File: src/rtl/serial_subtractor.sv
// serial_subtractor
//   Bit-serial full subtractor. Computes {bout, diff} = a - b - bin over WIDTH
//   bits, one bit per clock, LSB first, through a single 1-bit subtract cell
//   with a registered borrow. An accepted operation takes WIDTH RUN cycles
//   plus one DONE cycle before the next operands can be accepted.
//
// Handshake: operands transfer on a rising edge where start_valid and
//   start_ready are both high. start_ready is high only in IDLE. start_valid
//   seen in any other state is ignored; nothing is queued.
//
// Ports
//   clk          in   1      clock, rising edge
//   rst          in   1      synchronous reset, active-high
//   start_valid  in   1      a, b, bin valid this cycle
//   start_ready  out  1      ready to accept operands (IDLE only)
//   a            in   WIDTH  minuend, sampled on accept
//   b            in   WIDTH  subtrahend, sampled on accept
//   bin          in   1      borrow-in, sampled on accept
//   diff         out  WIDTH  (a - b - bin) mod 2^WIDTH, held until next result
//   bout         out  1      borrow-out, 1 iff a < b + bin
//   done         out  1      one-cycle pulse when diff/bout are new
//   busy         out  1      high in RUN and DONE
//   dbg_state    out  2      current FSM state (0 IDLE, 1 RUN, 2 DONE)
module serial_subtractor #(
    parameter int WIDTH = 8
) (
    input  logic             clk,
    input  logic             rst,
    input  logic             start_valid,
    output logic             start_ready,
    input  logic [WIDTH-1:0] a,
    input  logic [WIDTH-1:0] b,
    input  logic             bin,
    output logic [WIDTH-1:0] diff,
    output logic             bout,
    output logic             done,
    output logic             busy,
    output logic [1:0]       dbg_state
);

    localparam int CNT_W = (WIDTH > 1) ? $clog2(WIDTH) : 1;

    typedef enum logic [1:0] {
        S_IDLE = 2'd0,
        S_RUN  = 2'd1,
        S_DONE = 2'd2
    } state_t;

    state_t             state_q, state_d;
    logic [WIDTH-1:0]   a_sh_q, a_sh_d;
    logic [WIDTH-1:0]   b_sh_q, b_sh_d;
    logic [WIDTH-1:0]   d_sh_q, d_sh_d;
    logic               brw_q, brw_d;
    logic [CNT_W-1:0]   cnt_q, cnt_d;
    logic [WIDTH-1:0]   diff_q, diff_d;
    logic               bout_q, bout_d;
    logic               done_q, done_d;

    // The single subtract cell operating on the current LSBs.
    logic               d_bit;
    logic               brw_nxt;
    logic [WIDTH-1:0]   d_sh_shift;

    assign d_bit   = a_sh_q[0] ^ b_sh_q[0] ^ brw_q;
    assign brw_nxt = (~a_sh_q[0] & b_sh_q[0]) | (~(a_sh_q[0] ^ b_sh_q[0]) & brw_q);

    // New difference bit enters at the MSB; after WIDTH shifts bit 0 of the
    // result has reached position 0. WIDTH=1 has no upper bits to keep.
    generate
        if (WIDTH == 1) begin : g_w1
            assign d_sh_shift = d_bit;
        end else begin : g_wn
            assign d_sh_shift = {d_bit, d_sh_q[WIDTH-1:1]};
        end
    endgenerate

    always_ff @(posedge clk) begin
        if (rst) begin
            state_q <= S_IDLE;
            a_sh_q  <= '0;
            b_sh_q  <= '0;
            d_sh_q  <= '0;
            brw_q   <= 1'b0;
            cnt_q   <= '0;
            diff_q  <= '0;
            bout_q  <= 1'b0;
            done_q  <= 1'b0;
        end else begin
            state_q <= state_d;
            a_sh_q  <= a_sh_d;
            b_sh_q  <= b_sh_d;
            d_sh_q  <= d_sh_d;
            brw_q   <= brw_d;
            cnt_q   <= cnt_d;
            diff_q  <= diff_d;
            bout_q  <= bout_d;
            done_q  <= done_d;
        end
    end

    always_comb begin
        state_d = state_q;
        a_sh_d  = a_sh_q;
        b_sh_d  = b_sh_q;
        d_sh_d  = d_sh_q;
        brw_d   = brw_q;
        cnt_d   = cnt_q;
        diff_d  = diff_q;
        bout_d  = bout_q;
        done_d  = 1'b0;

        case (state_q)
            S_IDLE: begin
                if (start_valid) begin
                    a_sh_d  = a;
                    b_sh_d  = b;
                    brw_d   = bin;
                    cnt_d   = '0;
                    state_d = S_RUN;
                end
            end
            S_RUN: begin
                d_sh_d = d_sh_shift;
                a_sh_d = a_sh_q >> 1;
                b_sh_d = b_sh_q >> 1;
                brw_d  = brw_nxt;
                cnt_d  = cnt_q + CNT_W'(1);
                if (cnt_q == CNT_W'(WIDTH - 1)) begin
                    diff_d  = d_sh_shift;
                    bout_d  = brw_nxt;
                    done_d  = 1'b1;
                    state_d = S_DONE;
                end
            end
            S_DONE: begin
                state_d = S_IDLE;
            end
            default: begin
                state_d = S_IDLE;
            end
        endcase
    end

    assign start_ready = (state_q == S_IDLE);
    assign busy        = (state_q != S_IDLE);
    assign diff        = diff_q;
    assign bout        = bout_q;
    assign done        = done_q;
    assign dbg_state   = state_q;

endmodule

File: config.mk
export PLATFORM = sky130hd
export DESIGN_NAME = serial_subtractor
export DESIGN_NICKNAME = d
export VERILOG_FILES = /design/src/rtl/serial_subtractor.sv
export SDC_FILE = /design/constraint.sdc
export NUM_CORES = 1
export LEC_CHECK = 0
export ABC_AREA = 1
export BUFFER_PORTS_ARGS = -buffer_cell sky130_fd_sc_hd__buf_2
export CAP_MARGIN = 20
export CELL_PAD_IN_SITES_DETAIL_PLACEMENT = 2
export CELL_PAD_IN_SITES_GLOBAL_PLACEMENT = 2
export CORE_MARGIN = 4
export CORE_UTILIZATION = 29
export CTS_BUF_LIST = sky130_fd_sc_hd__clkbuf_16
export CTS_CLUSTER_DIAMETER = 30
export DETAILED_ROUTE_END_ITERATION = 8
export PLACE_DENSITY_LB_ADDON = 0.1
export SLEW_MARGIN = 5
export SYNTH_ARGS = -nofsm -noshare
export SYNTH_HDL_FRONTEND = slang
export SYNTH_SLANG_ARGS = --single-unit
File: constraint.sdc
create_clock -name clk -period 1.6 [get_ports clk]
set_clock_uncertainty 0.1 [all_clocks]
set_input_delay 0.32 -clock clk [delete_from_list [all_inputs] [get_ports clk]]
set_output_delay 0.32 -clock clk [all_outputs]
set_load 0.1 [all_outputs]
* After elaboration in Yosys (flattened, before gate mapping) *
Cells that the tools add are included.

word-level totals
  register bits after elaboration = 40
  logic and storage cells = 41
  bits of input ports = 20
  output and inout bits = 14

operators by class
  equal/unequal tests = 4
  reduce and logical (&&, ||, !) cells = 7
  bitwise logic cells = 8
  add/sub/neg operators = 1
  multiplexer cells = 12

operators with widths
  operator             number
  $pmux 8 s2           2
  $mux 8               2
  $pmux 3 s2           1
  $reduce_and 2->1     3
  $mux 2               2
  $ne 2x2->1 const B   2
  $pmux 2 s2           1
  $reduce_bool 2->1    2
  $add 3x1->3 const B  1
  $eq 3x3->1 const B   1
  $mux 3               1
  $not 1->1            3
  $and 1x1->1          2
  $eq 2x1->1 const B   1
  $logic_not 2->1      1
  $mux 1               2
  $pmux 1 s2           1
  $reduce_or 2->1      1
  $xor 1x1->1          2
  $or 1x1->1           1

* Logic depth before layout (Yosys ltp) *
  word-level depth = 5
  mapped depth = 7
  depth with buffers taken out = 7

* Worst setup path before layout *
Ideal clock, no wire load.

  path kind = reg-to-output
  start = register state_q[0] (netlist: dbg_state[0])
  end = output busy
  setup slack = -2.105 ns
  data arrival time = 3.285 ns
  data required time = 1.180 ns
  cell stages (with the launch flop) = 4
  cells stage by stage = dfxtp_1 -> buf_6 -> nor2_1 -> inv_1

between the ends
  longest elaborated chain between the ends = 1

ends and longest elaborated chain
  element                   RTL line  source
  start: declaration        49        state_t state_q, state_d;
  start signal: assignment  89        state_q <= state_d;
  $reduce_bool 2->1         145       assign busy = (state_q != S_IDLE);
  end: declaration          37        output logic busy,

Every way passes these cells.

* Worst setup path in the final report *
  start = register state_q[1] (netlist: dbg_state[1])
  end = output busy

Same word-level chain as after synthesis.

==> impl_metrics.ini <==
[global_routing]
antenna_found_initial = 0
first_global_vias = 1658
grt_overflow_total = 0
grt_max_degree = 37
grt_pass1_wl_um = 7879
grt.total_usage_pct = 13.54

[detailed_routing]
vias = 1630
routed_wl_um = 4661
routedWlPerCell_um = 13.09
ant_nets = 0
drc = 0
viasPerCell = 4.579
first_iter_violations = 46
drt-pass1-iter-count = 4

[clocking]
path_clk_slew_ps = 60
clock_path_buffers = 2
cts_tree = yes
cts_made_buffers = 5
cts_max_level = 2
clk-insertion-delay-late_ps = 280
cts-root-buf = clkbuf_16
cts_num_sinks = 39

[finish]
final_cell_mix = nand2_1, inv_1, dfxtp_1
syn_to_final_growth_pct = 26.53
fin_nets = 306
fillers = 697
mostFrequentLayoutCell = nand2_1
drive_above_1_share_pct = 21.13
num_antenna_cells = 0

[worst_hold_path]
hold_class = primary input to register
hp-start = rst
holdPathEnd = b_sh_q[7]$_SDFFE_PP0P_
whs_path_depth = 2

[critical_path]
r2r_cells = 4
rr_endpoint = b_sh_q[1]$_SDFFE_PP0P_
crit_path_start_kind = register
timing.rr.start = dbg_state[0]$_SDFFE_PP0P_
crit_fanout = 4
worst-endpoint-arrival_ps = 1110
r2r_slack_ps = 170
required_ps = 1180
critPathKind = register to primary output
worst_setup_path_end_kind = primary output

[floorplanning]
die_w_um = 85.36
std_cell_rows = 27
die-area_um2 = 7285
initial_utilization_pct = 30.76
core_um2 = 5642
chipHeight_um = 85.36
ios = 34

[sta]
rsz0062_at_grt = false
slew_headroom_pct = 47.62
fin_crit_ps = 1531
period_share_pct = 95.67
slew_viol_final = 0
hold_viol = 0
setup_slack_ps = 69.36
fmax_ghz = 0.6533
setup-violations-final = 0
max_slew.worst_pin.slew_ps = 785.5

[placement]
preCtsSetupSlack_ps = -40.40
place.gp.congestion = 0.6785
dp_hpwl_um = 3190
io_buffers = 33

[status]
status = finished, final reports clean

[power_and_ir_drop]
power_leakage_uw = 0.001073
finalPower_uw = 2400
ir_drop_v = 0.0004076
p_per_area_nw_per_um2 = 1093

[logic_synthesis]
ys_warn_count = 0
ys_ff_latch = 39
synth_nets = 270
syn_avg_cell_area_um2 = 7.026
ys_types = 22
syn_inst = 247
ys_seq_area_share_pct = 44.99
synth_area_um2 = 1735

[run]
drv_cap = 0
## worst max-delay path: stages, from the launching register on
cell and delay, ps:
dfxtp_2 380, nor2_4 210, inv_2 70, buf_12 170
## layout make-up
| class | instances | area (µm²) | area share, % |
|---|---|---|---|
| Timing Repair Buffer | 38 | 262.8 | 11.97 |
| Inverter | 45 | 168.9 | 7.692 |
| Sequential cell | 39 | 785.8 | 35.78 |
| Tap cell | 72 | 90.09 | 4.103 |
| Clock buffer | 5 | 125.1 | 5.698 |
| Clock inverter | 3 | 18.77 | 0.8547 |
| Multi-Input combinational cell | 154 | 744.5 | 33.90 |
## per-stage QoR
| step | utilization (%) | setup TNS (ps) | instances | hold slack (ps) | cell area [µm²] |
|---|---|---|---|---|---|
| after floorplan | - | -543.4 | 247 | 289.1 | 1748 |
| after global placement | 35.93 | -15.49 | 346 | 360.2 | 2027 |
| after detailed placement | 35.93 | -231.7 | 346 | 358.5 | 2027 |
| after CTS | 38.83 | -31.65 | 355 | 205.1 | 2191 |
| after global routing | 38.92 | 0 | 356 | 226.4 | 2196 |
| final | 38.92 | 0 | 356 | 202.1 | 2196 |
## power by group
part | internal [µW] | total [µW] | switching (µW)
clock network | 576 | 991 | 416
registers | 1030 | 1050 | 24.4
logic | 128 | 356 | 228
total | 1730 | 2400 | 668
## cell usage after synthesis
library cell	instances	area [µm²]
fa_1	1	20.02
clkinv_1	1	3.750
nand2_2	1	6.260
a21oi_1	25	125.1
nand2_1	70	262.8
inv_2	3	11.26
buf_2	2	10.01
nor2_1	22	82.58
buf_6	2	22.52
nand2_4	1	11.26
ha_1	2	25.02
nand3_1	12	60.06
or2_2	1	6.260
buf_4	3	22.52
o21ai_0	1	5.000
inv_1	41	153.9
dfxtp_1	39	780.8
nand3_4	1	17.52
nor2_4	1	11.26
o21ai_1	14	70.07
o21ai_4	1	16.27
clkbuf_1	3	11.26
## metal layers
layer / vias up / GRT usage (%) / routed length (µm)
met5: - / 0 / 0
met4: 0 / 4.317 / 65
met3: 6 / 3.107 / 180
met2: 24 / 21.61 / 2159
met1: 773 / 18.02 / 2255
li1: 827 / - / -
## flip-flops by register name, summed over array words and instances (netlist names)
register   cells
a_sh_q         8
b_sh_q         8
diff           8
d_sh_q         7
cnt_q          3
dbg_state      2
bout           1
brw_q          1
done           1
## cell families (layout without fill, tap and decap cells)
logic type,Yosys count,count (layout),share of synthesized area [%]
and+or+nand+nor,109,109,26.39
buffers and inverters,55,91,13.55
AOI/OAI and AO/OA,41,42,12.47
DFF,39,39,44.99
adders and majority gates,3,3,2.595
## worst max path at each step
| stage | startpoint | end | slack, ps | depth (start not counted) |
|---|---|---|---|---|
| floorplan | dbg_state[0]$_SDFFE_PP0P_ | busy | -540 | 3 |
| global placement | start_valid | a_sh_q[3]$_SDFFE_PP0P_ | -9 | 5 |
| detailed placement | start_valid | a_sh_q[3]$_SDFFE_PP0P_ | -40 | 5 |
| CTS | dbg_state[0]$_SDFFE_PP0P_ | busy | -30 | 4 |
| global route | dbg_state[1]$_SDFFE_PP0P_ | busy | 8 | 3 |
| finish | dbg_state[1]$_SDFFE_PP0P_ | busy | 70 | 3 |
## timing repair
action / in CTS / in global routing
hold buffers: 0 / 0
hold endpoints to repair: 0 / 0
gates cloned: 0 / 1
pin swaps: 1 / 2
setup buffers: 1 / 1
setup endpoints to repair: 2 / 23
resized for setup: 4 / 1
No activity file was read; power rests on OpenSTA's default activity.
